## src/rtl/pump_scheduler.sv

```systemverilog
// pump_scheduler: runs one of three scent pumps in a repeating spray/pause
// cycle for a latched session length (30/60/120 minutes). Counting starts on
// a valid pump_on strobe. The session ends when the timer expires, in which
// case done pulses, or when pump_off arrives.
//
// Optional feature: define PUMP_SCHED_LOCKOUT_EN to add a restart lockout
// after pump_off. While locked out, pump_on is ignored for LOCKOUT_SEC
// seconds and the FSM then returns to IDLE.
//
// Handshake: pump_on and pump_off are single-cycle strobes sampled on the
// rising clock edge. There is no back-pressure. All outputs are registered
// and show the state entered on that edge.
module pump_scheduler #(
    parameter int TICKS_PER_SEC = 1_000_000,
    parameter int SPRAY_SEC     = 3,
    parameter int CYCLE_SEC     = 60,
`ifdef PUMP_SCHED_LOCKOUT_EN
    parameter int SEC_PER_MIN   = 60,
    parameter int LOCKOUT_SEC   = 5
`else
    parameter int SEC_PER_MIN   = 60
`endif
) (
    input  logic       clk,
    input  logic       reset,
    input  logic       pump_on,
    input  logic       pump_off,
    input  logic [1:0] scent_sel,
    input  logic [1:0] timer_sel,
    output logic [2:0] pump_en,
    output logic       busy,
    output logic [6:0] remaining_min,
    output logic [1:0] active_scent,
    output logic       done
);

    localparam int PW = (TICKS_PER_SEC > 1) ? $clog2(TICKS_PER_SEC) : 1;
    localparam int CW = (CYCLE_SEC > 1) ? $clog2(CYCLE_SEC) : 1;
    localparam int MW = (SEC_PER_MIN > 1) ? $clog2(SEC_PER_MIN) : 1;

    localparam logic [PW-1:0] PRESC_LAST = PW'(TICKS_PER_SEC - 1);
    localparam logic [CW-1:0] CYC_LAST   = CW'(CYCLE_SEC - 1);
    localparam logic [CW-1:0] SPRAY_END  = CW'(SPRAY_SEC);
    localparam logic [MW-1:0] MIN_LAST   = MW'(SEC_PER_MIN - 1);

`ifdef PUMP_SCHED_LOCKOUT_EN
    localparam int LW = (LOCKOUT_SEC > 1) ? $clog2(LOCKOUT_SEC) : 1;
    localparam logic [LW-1:0] LOCK_LAST = LW'(LOCKOUT_SEC - 1);
`endif

    typedef enum logic [1:0] {
        ST_IDLE    = 2'd0,
        ST_SPRAY   = 2'd1,
`ifdef PUMP_SCHED_LOCKOUT_EN
        ST_PAUSE   = 2'd2,
        ST_LOCKOUT = 2'd3
`else
        ST_PAUSE   = 2'd2
`endif
    } state_t;

    state_t state_q;
    state_t state_d;

    logic [PW-1:0] presc_q;
    logic [CW-1:0] cyc_sec_q;
    logic [MW-1:0] min_sec_q;
    logic [CW-1:0] cyc_next;
`ifdef PUMP_SCHED_LOCKOUT_EN
    logic [LW-1:0] lock_sec_q;
    logic          lock_done;
`endif

    logic       running;
    logic       sel_valid;
    logic       sec_tick;
    logic       min_wrap;
    logic       start;
    logic       stop;
    logic       expire;
    logic       clear_cnt;
    logic [6:0] reload_min;

    logic [2:0] pump_en_d;
    logic       busy_d;
    logic [6:0] remaining_d;
    logic [1:0] scent_d;
    logic       done_d;

    // Event decode shared by the next-state and output logic.
    always_comb begin
        running   = (state_q == ST_SPRAY) || (state_q == ST_PAUSE);
        sel_valid = (scent_sel != 2'd3);
        sec_tick  = (state_q != ST_IDLE) && (presc_q == PRESC_LAST);
        min_wrap  = sec_tick && (min_sec_q == MIN_LAST);
        cyc_next  = (cyc_sec_q == CYC_LAST) ? '0 : cyc_sec_q + 1'b1;
        // pump_off takes priority over pump_on; LOCKOUT is not a start-capable state
        start     = pump_on && sel_valid && !pump_off &&
                    ((state_q == ST_IDLE) || running);
        stop      = pump_off && running;
        // a restart on the expiry tick takes priority over expiry
        expire    = running && !stop && !start && min_wrap &&
                    (remaining_min == 7'd1);
`ifdef PUMP_SCHED_LOCKOUT_EN
        lock_done = (state_q == ST_LOCKOUT) && sec_tick && (lock_sec_q == LOCK_LAST);
`endif
        case (timer_sel)
            2'd1:    reload_min = 7'd60;
            2'd2:    reload_min = 7'd120;
            default: reload_min = 7'd30;
        endcase
    end

    // State register.
    always_ff @(posedge clk) begin
        if (reset) begin
            state_q <= ST_IDLE;
        end else begin
            state_q <= state_d;
        end
    end

    // Next-state logic: start/restart, stop, expiry, then spray/pause phase on each second.
    always_comb begin
        state_d = state_q;
        if (start) begin
            state_d = ST_SPRAY;
        end else if (stop) begin
`ifdef PUMP_SCHED_LOCKOUT_EN
            state_d = ST_LOCKOUT;
`else
            state_d = ST_IDLE;
`endif
        end else if (expire) begin
            state_d = ST_IDLE;
        end else if (running && sec_tick) begin
            state_d = (cyc_next < SPRAY_END) ? ST_SPRAY : ST_PAUSE;
`ifdef PUMP_SCHED_LOCKOUT_EN
        end else if (lock_done) begin
            state_d = ST_IDLE;
`endif
        end
    end

    // Output logic: values the output registers take on this edge, derived from state_d.
    always_comb begin
        scent_d   = start ? scent_sel : active_scent;
        busy_d    = (state_d == ST_SPRAY) || (state_d == ST_PAUSE);
        pump_en_d = (state_d == ST_SPRAY) ? (3'b001 << scent_d) : 3'b000;
        done_d    = expire;
        if (start) begin
            remaining_d = reload_min;
        end else if (!busy_d) begin
            remaining_d = 7'd0;
        end else if (min_wrap) begin
            remaining_d = remaining_min - 7'd1;
        end else begin
            remaining_d = remaining_min;
        end
    end

    // Output registers.
    always_ff @(posedge clk) begin
        if (reset) begin
            pump_en       <= 3'b000;
            busy          <= 1'b0;
            remaining_min <= 7'd0;
            active_scent  <= 2'd0;
            done          <= 1'b0;
        end else begin
            pump_en       <= pump_en_d;
            busy          <= busy_d;
            remaining_min <= remaining_d;
            active_scent  <= scent_d;
            done          <= done_d;
        end
    end

    // Counters restart on a start, when the session stops, and when it returns to IDLE.
    always_comb begin
        clear_cnt = (state_d == ST_IDLE) || stop;
    end

    // Timebase: prescaler -> seconds within the spray cycle and within the current minute.
    always_ff @(posedge clk) begin
        if (reset || start || clear_cnt) begin
            presc_q    <= '0;
            cyc_sec_q  <= '0;
            min_sec_q  <= '0;
`ifdef PUMP_SCHED_LOCKOUT_EN
            lock_sec_q <= '0;
`endif
        end else if (state_q != ST_IDLE) begin
            if (sec_tick) begin
                presc_q   <= '0;
                cyc_sec_q <= cyc_next;
                min_sec_q <= (min_sec_q == MIN_LAST) ? '0 : min_sec_q + 1'b1;
`ifdef PUMP_SCHED_LOCKOUT_EN
                if (state_q == ST_LOCKOUT) begin
                    lock_sec_q <= lock_sec_q + 1'b1;
                end
`endif
            end else begin
                presc_q <= presc_q + 1'b1;
            end
        end
    end

endmodule
```

## config.mk

```make
export PLATFORM = sky130hd
export DESIGN_NAME = pump_scheduler
export DESIGN_NICKNAME = d
export VERILOG_FILES = /design/src/rtl/pump_scheduler.sv
export SDC_FILE = /design/constraint.sdc
export NUM_CORES = 1
export LEC_CHECK = 0
export CORE_MARGIN = 1.5
export CORE_UTILIZATION = 35
export CTS_BUF_LIST = sky130_fd_sc_hd__clkbuf_4 sky130_fd_sc_hd__clkbuf_8 sky130_fd_sc_hd__clkbuf_16
export CTS_CLUSTER_DIAMETER = 120
export DETAILED_ROUTE_END_ITERATION = 10
export PLACE_DENSITY = 0.51
export SLEW_MARGIN = 20
export SYNTH_ARGS = -nofsm -noshare
export SYNTH_HDL_FRONTEND = slang
export SYNTH_SLANG_ARGS = --single-unit
```

## constraint.sdc

```tcl
create_clock -name clk -period 5.1 [get_ports clk]
set_input_delay 0.51 -clock clk [delete_from_list [all_inputs] [get_ports clk]]
set_output_delay 0.51 -clock clk [all_outputs]
set_load 0.03 [all_outputs]
```

# --- After elaboration in Yosys (flattened, before gate mapping) ---
# Index checks and enable logic that the tools add are counted.
word_totals:
  reg_bits: 48
  input_bits: 8
  out_inout_bits: 14
  wordCells: 66
op_classes:
  addsub: 4
  order_cmp: 1
  eq_ne: 12
  n_shift: 1
  n_mux: 13
  n_bitwise: 1
  n_reduce_logical: 25
op_table:
  columns: ["operator", "count"]
  rows:
  - ["$mux 7", 3]
  - ["$add 20x1->20 const B", 1]
  - ["$eq 20x20->1 const B", 1]
  - ["$mux 20", 1]
  - ["$pmux 7 s2", 1]
  - ["$add 6x1->6 const B", 2]
  - ["$eq 6x6->1 const B", 2]
  - ["$mux 2", 6]
  - ["$mux 6", 2]
  - ["$logic_and 1x1->1", 11]
  - ["$eq 7x1->1 const B", 1]
  - ["$sub 7x1->7 const B", 1]
  - ["$eq 2x1->1 const B", 3]
  - ["$eq 2x2->1 const B", 3]
  - ["$logic_or 1x1->1", 6]
  - ["$lt 6x2->1 const B", 1]
  - ["$logic_not 2->1", 2]
  - ["$logic_not 1->1", 3]
  - ["$ne 3x3->1 const B", 1]
  - ["$shl 1x2->3 const A", 1]
  - ["$ne 2x2->1 const B", 1]
  - ["$reduce_and 2->1", 1]
  - ["$reduce_bool 2->1", 1]
  - ["$reduce_or 2->1", 1]
  - ["$not 1->1", 1]

# --- Depth between registers and ports, before layout ---
depth:
  depth_word: 15
  ltp_mapped: 15
  depth_no_buf: 12

# --- Worst setup path before layout ---
# OpenSTA, ideal clock, no wires.
synth_timing:
  kind: "register -> register"
  startpoint: "reg state_q[0]"
  endpoint: "reg remaining_min[2]"
  setup_time_ps: 61
  t_arrival_ps: 3502
  required_time_ps: 5039
  slack_ps: 1537
  path_stages_with_launch: 13
  path_buffers: 1
  period_less_slack_ps: 3563
  cell_sequence: "dfxtp_1 -> inv_1 -> ha_1 -> nand4b_1 -> or4_4 -> nor2_4 -> buf_6 -> nand4_4 -> a221o_1 -> ha_1 -> or4b_2 -> o21ai_0 -> a32o_1"
synth_via:
  elab_chain_len: 15
  word_cells_on_any_way: 27
  classes_between: "eq/ne: 5; mux: 6; reduce/logical: 16"
synth_rtl:
  columns: ["element", "line", "rtl"]
  rows:
  - ["from (decl)", "62", "state_t state_q;"]
  - ["from (signal assigned)", "119", "state_q <= state_d;"]
  - ["$eq 2x1->1 or $eq 2x2->1 (tied branches)", "92", "running = (state_q == ST_SPRAY) || (state_q == ST_PAUSE);"]
  - ["$logic_or 1x1->1", "92", null]
  - ["$logic_and 1x1->1 or $logic_or 1x1->1 (tied branches)", "100, 99", null]
  - ["$logic_not 1->1 or $logic_and 1x1->1 (tied branches)", "102, 98", null]
  - ["$logic_and 1x1->1 or $logic_not 1->1 (tied branches)", "102", "expire = running && !stop && !start && min_wrap &&"]
  - ["$logic_and 1x1->1 (3 in a row)", "102", null]
  - ["$mux 2", "134", "end else if (expire) begin"]
  - ["$mux 2", "128", "end else if (stop) begin"]
  - ["$mux 2", "126", "if (start) begin"]
  - ["$eq 2x1->1 or $eq 2x2->1 (tied branches)", "148", "busy_d = (state_d == ST_SPRAY) || (state_d == ST_PAUSE);"]
  - ["$logic_or 1x1->1", "148", null]
  - ["$mux 7", "153", "end else if (!busy_d) begin"]
  - ["$mux 7", "151", "if (start) begin"]
  - ["to (signal assigned)", "173", "remaining_min <= remaining_d;"]
  - ["to (decl)", "32", "output logic [6:0] remaining_min,"]
# Several ways; a longest one is shown, not always the timed one.
# A chain may end at the register's enable or synchronous reset.

# --- Worst setup path in the final report ---
layout_timing:
  startpoint: "reg state_q[0]"
  endpoint: "reg presc_q[9]"
layout_via:
  elab_chain_len: 14
  word_cells_on_any_way: 26
  classes_between: "eq/ne: 2; mux: 5; reduce/logical: 19"
layout_rtl:
  columns: ["element", "line", "rtl"]
  rows:
  - ["$eq 2x1->1 or $eq 2x2->1 (tied branches)", "92", null]
  - ["$logic_or 1x1->1", "92", null]
  - ["$logic_and 1x1->1 or $logic_or 1x1->1 (tied branches)", "100, 99", null]
  - ["$logic_not 1->1 or $logic_and 1x1->1 (tied branches)", "102, 98", null]
  - ["$logic_and 1x1->1 or $logic_not 1->1 (tied branches)", "102", null]
  - ["$logic_and 1x1->1 (3 in a row)", "102", null]
  - ["$mux 2", "134", null]
  - ["$mux 2", "128", null]
  - ["$mux 2", "126", null]
  - ["$logic_not 2->1", "181", "clear_cnt = (state_d == ST_IDLE) || stop;"]
  - ["$logic_or 1x1->1", "181", null]
  - ["$logic_or 1x1->1", "186", "if (reset || start || clear_cnt) begin"]
  - ["to (signal assigned)", "204", "presc_q <= presc_q + 1'b1;"]
  - ["to (decl)", "65", "logic [PW-1:0] presc_q;"]
# Several ways; a longest one is shown, not always the timed one.

==> run_results.csv <==
group,metric,value,unit
critical_path,crit_top_cell,"ha_1",
floorplan,pin_count,22,
clock_tree,cts_tree,"yes",
clock_tree,clock_path_buffers,2,
clock_tree,cts.sinks,48,
critical_path,critical_path_class,"reg -> reg",
timing,max_clock_freq,0.245,GHz
floorplan,core-area,7180,um2
placed_design,hpwl,3920,um
timing,hold_viol_final,0,
yosys,synth-seq-cells,48,
route,vias,2147,
global_route,grt_pass1_vias,1903,
yosys,async_flop_share,0,%
placed_design,io_buffer_count,21,
yosys,synth_top_area_share,37.2,%
clock_tree,clock_latency,0.31,ns
critical_path,path_buf_inv,2,
yosys,synth_cell_types,59,
clock_tree,numCtsBuffers,5,
clock_tree,cts-root-buf,"clkbuf_8",
timing,skew,0.0148,ns
layout,nets,342,
yosys,synthCells,302,
yosys,ys_top_cells_by_count,"dfxtp_1, nor2_1, nand2_1",
yosys,synth_top_area_cell,"dfxtp_1",
timing,fin_setup_tns,0,ns
timing,period_share,79.9,%
critical_path,critPathRequiredTime,5.34,ns
global_route,grt_max_degree,19,
critical_path,path_max_fanout,18,
floorplan,initial_utilization,36.0,%
clock_tree,cts_hold_buf,0,
route,met3_wirelength,241,um
route,vias_per_cell,5.09,
yosys,synthTopCellsByArea,"dfxtp_1, nor2_1, ha_1",
critical_path,critical_path.top_delay_family,"simple AND/OR/NAND/NOR gates",
layout,layout-drive-gt1-share,8.36,%
critical_path,rrSetupSlack,1.02,ns
layout,postLayoutCoreUtil,41.7,%
clock_tree,clk_pin_slew,0.09,ns
layout,final_cell_count_no_fill,422,
route,highest_layer,"met4",
layout,syn_to_final_growth,16.0,%
timing,finalSetupViolations,0,
route,drtAntennaViolNets,0,
floorplan,dieArea,7900,um2
timing,holdWs,0.475,ns
yosys,syn-num-nets,322,
critical_path,crit_arrival,4.31,ns
outcome,status,"completed",
timing,max_slew_margin,49.4,%
critical_path,cp-start-kind,"register",
route,first_pass_iters,4,
route,wl_met2,2460,um
critical_path,cpMaxStageDelayCell,"or4_4",
yosys,ys.flop_type,"dfxtp_1",
route,drt_iter0_markers,131,
timing,period_minus_slack,4.08,ns
power,vdd_drop_max,98.7,uV
yosys,ys.warnings.count,0,
layout,fill_cells,734,
global_route,overflow,0,
critical_path,cp_cell_sequence,"inv_1 > ha_1 > nand4b_1 > or4_4 > nor2_4 > nand4_4 > a221o_1 > ha_1 > or3_1 > buf_4 > nand2b_1 > nor2_1",
run,maxCapViolCount,0,
route,wl_met1,2670,um
floorplan,die_h,88.9,um
timing,rsz0062_at_grt,"false",
route,routed_wl,5450,um
yosys,synth.yosys.seq_area_share,37.2,%
timing,slew_viol_final,0,
floorplan,row_count,31,
route,wl_per_cell,12.9,um
hold_path,hold_class,"reg -> reg",
clock_tree,htreeDepth,2,
yosys,synth.most_common_cell,"dfxtp_1",
yosys,synth_edf_count,0,
clock_tree,post_cts_buffers,0,
yosys,syn-mean-instance-area,8.54,um2
global_route,grt_util_all_layers,15.0,%
power,p_leak,0.00103,uW
global_route,grt_pass1_wl,9130,um
placed_design,dp.cells,414,
route,drc_errors,0,
yosys,mappedNetlistArea,2580,um2
critical_path,slowest_delay,0.66,ns
floorplan,die_width,88.9,um
critical_path,endpoint_kind,"register",
layout,n_antenna_cell,0,
power,pwr_density_cell,257,nW/um2
clock_tree,post_cts_resized,0,
timing,worst_slew_pin_slew,0.752,ns
global_route,antenna_found_initial,0,
placed_design,place_congestion,0.818,
cell families after synthesis:
group | share of synthesized area [%]
AOI/OAI and AO/OA | 12.5
xor gates and xnor gates | 8.15
adders and majority gates | 5.82
buffers and inverters | 3.15
DFF | 37.2
muxes | 0.776
and+or+nand+nor | 32.4
layer usage:
metal / track usage [%] / vias to the layer above
li1: - / 1109
met3: 3.17 / 6
met2: 24.2 / 42
met4: 4.69 / 0
met5: 0 / -
met1: 20.0 / 990
registers in the layout, summed over array words and instances, names as in the netlist:
register	flops
presc_q	20
remaining_min	7
cyc_sec_q	6
min_sec_q	6
pump_en	3
active_scent	2
state_q	2
busy	1
done	1
cell type report:
class / count / area, um2 / share of cell area [%]
Multi-Input combinational cell: 236 / 1540 / 51.4
Sequential cell: 48 / 961 / 32.1
Inverter: 8 / 30.0 / 1.00
Timing Repair Buffer: 23 / 225 / 7.53
Tap cell: 99 / 124 / 4.14
Clock inverter: 3 / 46.3 / 1.55
Clock buffer: 5 / 68.8 / 2.30
placed cells by master, fill, tap and decap left out, types with 4 or more instances in the layout:
cell type / netlist / layout
a21oi_1: 13 / 13
a31oi_1: 4 / 4
and3_1: 7 / 7
clkbuf_8: 0 / 5
clkdlybuf4s50_1: 0 / 21
dfxtp_1: 48 / 48
ha_1: 12 / 12
inv_1: 8 / 8
nand2_1: 29 / 29
nand2b_1: 4 / 4
nand3_1: 16 / 16
nand4_1: 6 / 6
nor2_1: 41 / 41
nor3_1: 7 / 7
o21ai_0: 9 / 9
o31ai_1: 4 / 4
or3_1: 5 / 5
xnor2_1: 10 / 10
xor2_1: 14 / 14
worst min-delay path, cell delays in order, from the launching register on:
cell and delay [ns]:
dfxtp_1 0.32, o31ai_1 0.06, a21oi_1 0.05
stage by stage:
stage	setup WS, ns	power (uW)	area, um2
after detailed placement	0.999	489	2880
after global routing	0.697	805	2990
after CTS	0.971	784	2990
final	1.02	768	2990
after global placement	1.07	490	2880
after floorplan	1.54	457	2580
worst paths after layout:
check / cells past startpoint / end / from
min reg2reg: 2 / min_sec_q[4]$_SDFFE_PP0P_ / min_sec_q[4]$_SDFFE_PP0P_
max: 12 / presc_q[9]$_SDFFE_PP0P_ / state_q[0]$_SDFF_PP0_
min: 2 / min_sec_q[4]$_SDFFE_PP0P_ / min_sec_q[4]$_SDFFE_PP0P_
max reg2reg: 12 / presc_q[9]$_SDFFE_PP0P_ / state_q[0]$_SDFF_PP0_
where the power goes:
group | internal, uW | switching [uW]
Sequential | 382 | 7.61
Clock | 148 | 140
Combinational | 39.2 | 51.0
(Power assumes the default switching activity.)
